### config.mk
export PLATFORM = sky130hd
export DESIGN_NAME = imem_load_ctrl
export DESIGN_NICKNAME = d
export VERILOG_FILES = /design/src/rtl/imem_load_ctrl_pkg.sv /design/src/rtl/imem_load_ctrl_ctrl_counter.sv /design/src/rtl/imem_load_ctrl.sv
export SDC_FILE = /design/constraint.sdc
export NUM_CORES = 1
export LEC_CHECK = 0
export ABC_CLOCK_PERIOD_IN_PS = 5200
export CAP_MARGIN = 20
export CORE_ASPECT_RATIO = 0.5
export CORE_MARGIN = 5
export CORE_UTILIZATION = 50
export DETAILED_ROUTE_END_ITERATION = 10
export GPL_ROUTABILITY_DRIVEN = 1
export GPL_TIMING_DRIVEN = 0
export PLACE_DENSITY = 0.85
export SETUP_SLACK_MARGIN = 0.3
export SLEW_MARGIN = 40
export SYNTH_ARGS = -nofsm -noshare
export SYNTH_HDL_FRONTEND = slang
export SYNTH_SLANG_ARGS = --single-unit
### constraint.sdc
create_clock -name clk -period 5.2 [get_ports clk]
set_clock_uncertainty 0.2 [all_clocks]
set_input_delay 0.78 -clock clk [delete_from_list [all_inputs] [get_ports clk]]
set_output_delay 0.78 -clock clk [all_outputs]
set_load 0.03 [all_outputs]
### src/rtl/imem_load_ctrl_pkg.sv
// imem_load_ctrl_pkg: shared states, error codes and default parameters for the IMEM load controller
package imem_load_ctrl_pkg;
  localparam int DEPTH_DEF = 64;
  localparam int RST_HOLD_DEF = 2;
  localparam int RUN_LIMIT_DEF = 1024;
  localparam int RUN_CW = 16;
  typedef enum logic [2:0] {S_IDLE, S_LOAD, S_HOLD, S_RUN, S_DONE} state_t;
  localparam logic [1:0] ERR_NONE = 2'd0;
  localparam logic [1:0] ERR_OVF = 2'd1;
  localparam logic [1:0] ERR_TIMEOUT = 2'd2;
  localparam logic [1:0] ERR_EMPTY = 2'd3;
endpackage

### src/rtl/imem_load_ctrl_ctrl_counter.sv
// ctrl_counter: saturating up-counter with clear and enable (clear+enable yields 1)
module ctrl_counter #(
  parameter int W = 8,
  parameter int MAX = 255
) (
  input  logic         clk,
  input  logic         rst,
  input  logic         clr,
  input  logic         en,
  output logic [W-1:0] cnt
);
  logic [W-1:0] base;
  assign base = clr ? '0 : cnt;
  always_ff @(posedge clk or posedge rst)
    if (rst) cnt <= '0;
    else if (clr || en) cnt <= (en && base != W'(MAX)) ? base + 1'b1 : base;
endmodule

### src/rtl/imem_load_ctrl.sv
// imem_load_ctrl: loads a program into IMEM, then holds/releases the CPU reset and watches for program end or timeout
module imem_load_ctrl
  import imem_load_ctrl_pkg::*;
#(
  parameter int DEPTH = DEPTH_DEF,
  parameter int AW = $clog2(DEPTH),
  parameter int RST_HOLD = RST_HOLD_DEF,
  parameter int RUN_LIMIT = RUN_LIMIT_DEF
) (
  input  logic          clk,
  input  logic          Reset,
  input  logic          LoadInstructions,
  input  logic [31:0]   Instruction,
  input  logic          start,
  input  logic [31:0]   cpu_pc,
  output logic          imem_we,
  output logic [AW-1:0] imem_addr,
  output logic [31:0]   imem_wdata,
  output logic          cpu_reset,
  output logic          busy,
  output logic          done,
  output logic [1:0]    err,
  output logic [AW:0]   instr_count
);
  localparam int CW = AW + 1;
  state_t state;
  logic [3:0] hold_cnt;
  logic [RUN_CW-1:0] run_cnt;
  logic load_go, smp, full, end_prog, unused_pc;
  assign load_go = LoadInstructions && (state == S_IDLE || state == S_DONE);
  assign smp = LoadInstructions && state == S_LOAD;
  assign full = instr_count == CW'(DEPTH);
  assign end_prog = cpu_pc[31:AW+2] != '0 || {1'b0, cpu_pc[AW+1:2]} >= instr_count;
  assign unused_pc = ^cpu_pc[1:0];
  assign cpu_reset = state != S_RUN;
  assign busy = state == S_LOAD || state == S_HOLD || state == S_RUN;
  assign done = state == S_DONE;
  ctrl_counter #(.W(CW), .MAX(DEPTH)) u_count (
    .clk(clk),
    .rst(Reset),
    .clr(load_go),
    .en(load_go || (smp && !full)),
    .cnt(instr_count)
  );
  ctrl_counter #(.W(RUN_CW), .MAX(RUN_LIMIT)) u_run (
    .clk(clk),
    .rst(Reset),
    .clr(state != S_RUN),
    .en(state == S_RUN),
    .cnt(run_cnt)
  );
  always_ff @(posedge clk or posedge Reset) begin
    if (Reset) begin
      state <= S_IDLE;
      hold_cnt <= '0;
      err <= ERR_NONE;
      imem_we <= 1'b0;
      imem_addr <= '0;
      imem_wdata <= '0;
    end else begin
      imem_we <= 1'b0;
      case (state)
        S_IDLE, S_DONE:
          if (LoadInstructions) begin
            state <= S_LOAD;
            err <= ERR_NONE;
            imem_we <= 1'b1;
            imem_addr <= '0;
            imem_wdata <= Instruction;
          end else if (start && instr_count == '0) err <= ERR_EMPTY;
          else if (start) begin
            state <= S_HOLD;
            err <= ERR_NONE;
            hold_cnt <= '0;
          end
        S_LOAD:
          if (!LoadInstructions) state <= S_IDLE;
          else if (full) err <= ERR_OVF;
          else begin
            imem_we <= 1'b1;
            imem_addr <= instr_count[AW-1:0];
            imem_wdata <= Instruction;
          end
        S_HOLD:
          if (hold_cnt == 4'(RST_HOLD - 1)) state <= S_RUN;
          else hold_cnt <= hold_cnt + 1'b1;
        S_RUN:
          if (end_prog) state <= S_DONE;
          else if (run_cnt == RUN_CW'(RUN_LIMIT - 1)) begin
            state <= S_DONE;
            err <= ERR_TIMEOUT;
          end
        default: state <= S_IDLE;
      endcase
    end
  end
endmodule

=== After elaboration in Yosys (flattened, before gate mapping) ===
Index checks and enable logic that the tools add are counted.

* $add $sub $neg: 3
* $lt $le $gt $ge: 1
* Equality and inequality tests: 26
* Multiplexer cells: 37
* Reduce and logical (&&, ||, !) cells: 25

{| class="wikitable"
|+ Operator list
! kind !! count
|-
| $mux 32 || 3
|-
| $pmux 32 s2 || 1
|-
| $mux 16 || 2
|-
| $reduce_bool 24->1 || 1
|-
| $ne 2x2->1 const B || 11
|-
| $mux 3 || 7
|-
| $mux 6 || 3
|-
| $add 16x1->16 const B || 1
|-
| $eq 16x10->1 const B || 1
|-
| $mux 4 || 4
|-
| $ne 16x11->1 const B || 1
|-
| $mux 2 || 7
|-
| $mux 7 || 2
|-
| $pmux 3 s4 || 1
|-
| $pmux 6 s2 || 1
|-
| $reduce_and 5->1 || 2
|-
| $ne 3x3->1 const B || 3
|-
| $pmux 4 s2 || 1
|-
| $add 7x1->7 const B || 1
|-
| $eq 7x7->1 const B || 1
|-
| $ge 6x7->1 || 1
|-
| $logic_not 7->1 || 1
|-
| $logic_or 1x1->1 || 7
|-
| $ne 7x7->1 const B || 1
|-
| 19 further kinds || 28
|}

* Bits in registers: 71
* Input bits: 68
* Output and inout bits: 51
* Logic and storage cells: 100

=== Logic depth before layout (Yosys ltp) ===
* Depth in word-level cells: 7
* Gate-level depth with buffers: 11
* Mapped depth without buffers: 9

=== Modules after synthesis ===
A second synthesis with hierarchy kept.

* Cells, all modules: 336
* Area, all modules: 3578.4 sq um

{| class="wikitable"
|+ Modules (own cells, without submodules)
! module !! instances !! cells each !! area an instance (sq um) !! seq. area each (sq um)
|-
| imem_load_ctrl || 1 || 207 || 2329.7 || 1201.2
|-
| ctrl_counter (u_run) || 1 || 94 || 899.6 || 400.4
|-
| ctrl_counter (u_count) || 1 || 35 || 349.1 || 175.2
|}

=== Least setup slack after synthesis ===
Ideal clock, no wire load.

* Path type: flip-flop to output port
* Start point: register state[2]
* End point: output cpu_reset
* Arrival: 1.704 ns
* Data required time: 4.220 ns
* Slack: 2.516 ns
* Cell stages (with the launch flop): 7
* Path buffers: 4
* Cell sequence: dfrtp_1 clkbuf_1 and3b_1 buf_2 inv_1 clkbuf_1 buf_1

* Longest elaborated chain between the ends: 1

{| class="wikitable"
|+ RTL lines
! item !! line !! text
|-
| from (decl) || imem_load_ctrl.sv:26 || <nowiki>state_t state;</nowiki>
|-
| from (signal assigned) || imem_load_ctrl.sv:54 || <nowiki>state <= S_IDLE;</nowiki>
|-
| from (signal assigned) || imem_load_ctrl.sv:65 || <nowiki>state <= S_LOAD;</nowiki>
|-
| from (signal assigned) || imem_load_ctrl.sv:72 || <nowiki>state <= S_HOLD;</nowiki>
|-
| $ne 3x2->1 || imem_load_ctrl.sv:35 || <nowiki>assign cpu_reset = state != S_RUN;</nowiki>
|-
| to (decl) || imem_load_ctrl.sv:19 || <nowiki>output logic cpu_reset,</nowiki>
|}

Every way passes these cells.

=== Worst setup path in the final report ===
* Start point: register state[0]
* End point: output cpu_reset

The elaborated chain is that of the path after synthesis.

==> results.md <==
* Status: finished clean
* Port Buffer Count at 115
* CTS tree: built
* CP delay by family, top: buffers and inverters
* Number of gates resized after cts at 0
* WP buf/inv at 6
* Synth warn at 0
* # setup viols final at 0
* Final instance area at approximately 0.0054 sq mm
* Vias in the first global route at 3,120
* Initial antenna violation count at 0
* Maxcap violations at 0
* EDFF count, synth at 0
* Post-Route WL at a little under 9000 um
* Pin count of the biggest net entering global routing at 46
* CTS Buf Count at 9
* Synth cell types at 54
* Placed cell areas at about 0.0051 sq mm
* Core Rows at 22
* Critical path class: register to output port
* Synth Flop Type: dfrtp_1
* Slew Limit Fails at 0
* Min Hold Slack at 0.2830 ns
* DRT antenna net count at 0
* Slowest CP cell: clkdlybuf4s50_1
* Leak Pwr at roughly 2.3 nW
* Minimum clock period at roughly 4.0 ns
* Post-CTS Hold Buffers at 0
* Crit path launch type: register
* Syn nets at 423
* Final Hold Viols at 0
* Initial Util at 0.5130
* Vias/cell at about 5.3
* Clock Tree Buf Depth at 2
* Setup TNS at 0 ns
* #FFs+latches synth at a little over 70
* R2R Setup Slk at approximately 2.5 ns
* Sequential area share after synthesis at 0.4730
* Crit-path max FO at 10
* Final setup margin at between 1 and 1.5 ns
* Pwr Density at around 570 mW/mm^2
* Area grow syn2layout at 42.67%
* Final period utilization at 0.7602
* Via count at 3,003
* Antenna diode count at 0
* Layout cell share with drive strength beyond 1 at 0.1453
* H-Tree Depth at 3
* Crit path required time at approximately 4.2 ns
* Setup crit end kind: output port
* DRC violation total after the first TritonRoute iteration at 121
* Clk slew on worst S/H paths at ~0.060 ns
* Rel. slew slack at 0.6197
* First-pass GRT wire length at about 15,000 um
* Tot GR Track Use at 0.1964
* Critical Path AT at 2.97 ns
* Worst path max stage delay at between 0.7 and 0.8 ns
* CTS Sinks at between 70 and 80
* DP Wirelength at ~6600 um
* Post-Syn Area per Cell at 10.95 sq um
* Peak Freq at between 200 and 300 MHz
* GP Congestion at about 0.87
* Hold Path Class: register to register
* # Post-CTS Setup Buffers at 0
* Async set or reset register ratio after synthesis at 1.000
* Util after Layout at 0.7319
* RSZ-0062 raised after global routing: false
* Drt first pass iters at 4
* CP dominant cell by count: clkbuf_1
* Residual DRC at 0
* Wire per inst at 15.56 um
* Cell Chain, Critical Path: clkbuf_1 -> and3b_1 -> buf_2 -> inv_1 -> clkbuf_1 -> buf_1 -> clkdlybuf4s50_1
* Chip Width at roughly 130 um
* Pre-CTS setup slack at ~1.6 ns
* Core Region at 0.007322 sq mm
* Gr ovfl total at 0
* Fin nets at 550
* Synth Cell Area at 0.003756 sq mm
* Maximum vdd drop at 0.2469 mV
* Synthesized netlist cell count at around 340
* Die height at around 70 um
* Clock Root Buffer: clkbuf_16
* Worst-Skew Late Latency at 0.33 ns
* I/O Pins at 119
* Fill cells at approximately 500
* Measured slew at the worst slew-check pin at approximately 0.57 ns
* Die Area at about 0.0095 sq mm
[cell usage in the layout (no fill, tap or decap), types with 3 or more instances in the layout]
cell / count
clkbuf_16: 9
nand3_1: 8
xnor2_1: 14
dfrtp_1: 71
nor2_1: 35
clkdlybuf4s50_1: 115
a211oi_1: 4
inv_1: 20
nand2_1: 29
and2_1: 3
mux2_4: 27
o31ai_1: 3
nor4_1: 13
or2_2: 4
nand4_1: 10
buf_12: 4
clkbuf_1: 8
nor3_1: 6
o21ai_0: 16
clkinv_2: 3
a21oi_1: 3
mux2_2: 6
ha_1: 12
xor2_1: 5
[worst min-delay path, delay by kind of cell, from the launching register on]
kind / cells / cell delay (ns)
AO/OA/AOI/OAI: 1 / 0.06
flip-flops: 1 / 0.34
AND/OR/NAND/NOR: 1 / 0.05
[power by group]
part / switching, W / internal [W]
Sequential: 0.000122 / 0.000742
Combinational: 0.000796 / 0.000764
Clock: 0.000228 / 0.000381
Total: 0.00115 / 0.00189
[state kept, by name (all words and copies together), names as in the netlist]
signal / cells
imem_wdata: 32
u_run.cnt: 16
u_count.cnt: 7
imem_addr: 6
hold_cnt: 4
state: 3
err: 2
imem_we: 1
[cell families (layout without fill, tap and decap cells)]
group | Yosys count | in the layout | share of synthesized area
AND/OR/NAND/NOR | 125 | 125 | 0.1699
flip-flops | 71 | 71 | 0.4730
AO/OA/AOI/OAI | 43 | 43 | 0.08262
buffers and inverters | 38 | 170 | 0.05896
multiplexers | 35 | 35 | 0.1312
XOR/XNOR | 19 | 19 | 0.04430
adder cells (fa/ha/maj) | 12 | 12 | 0.03997
[worst paths after layout]
kind                              startpoint        endpoint  cells after the start
worst max-delay path                state[0]       cpu_reset                      7
worst min-delay path            imem_addr[1]    imem_addr[1]                      2
worst max register to register      state[0]  u_count.cnt[1]                      9
worst min register to register  imem_addr[1]    imem_addr[1]                      2
max in group asynchronous              Reset  imem_wdata[11]                      3
min in group asynchronous              Reset   u_run.cnt[11]                      2
[layout make-up]
cell class / count / area [sq um] / share of cell area
flip-flops and latches: 71 / 1777 / 0.3315
clock buffers: 10 / 239.0 / 0.04459
plain buffers: 17 / 142.6 / 0.02662
clock inverters: 6 / 60.06 / 0.01121
well taps: 96 / 120.1 / 0.02241
inverters: 21 / 83.83 / 0.01564
repair buffers: 116 / 1179 / 0.2199
multi-input cells: 234 / 1758 / 0.3280
[metrics by stage]
stage	std cells	total power [W]
finish	571	0.003034
global route	571	0.003191
CTS	571	0.003062
detailed placement	555	0.002432
global placement	554	0.002393
floorplan	343	0.001887
[per-layer routing]
layer	up-vias	track usage	wire [um]
met2	72	0.3473	4422
met1	1459	0.2436	3962
met3	13	0.05330	395
met4	0	0.04839	103
met5	-	0	0
li1	1459	-	-
[Yosys cell counts (3+ instances only)]
| cell | n | area share |
|---|---|---|
| dfrtp_1 | 71 | 0.47 |
| nor2_1 | 35 | 0.035 |
| nand2_1 | 29 | 0.029 |
| mux2_4 | 27 | 0.11 |
| inv_1 | 21 | 0.021 |
| o21ai_0 | 16 | 0.021 |
| xnor2_1 | 14 | 0.033 |
| nor4_1 | 13 | 0.022 |
| ha_1 | 12 | 0.040 |
| nand4_1 | 10 | 0.017 |
| clkbuf_1 | 8 | 0.0080 |
| nand3_1 | 8 | 0.011 |
| mux2_2 | 6 | 0.018 |
| nor3_1 | 6 | 0.0080 |
| xor2_1 | 5 | 0.012 |
| a211oi_1 | 4 | 0.0080 |
| buf_12 | 4 | 0.021 |
| or2_2 | 4 | 0.0067 |
| a21oi_1 | 3 | 0.0040 |
| and2_1 | 3 | 0.0050 |
| o31ai_1 | 3 | 0.0060 |
No activity file was read; power rests on OpenSTA's default activity.
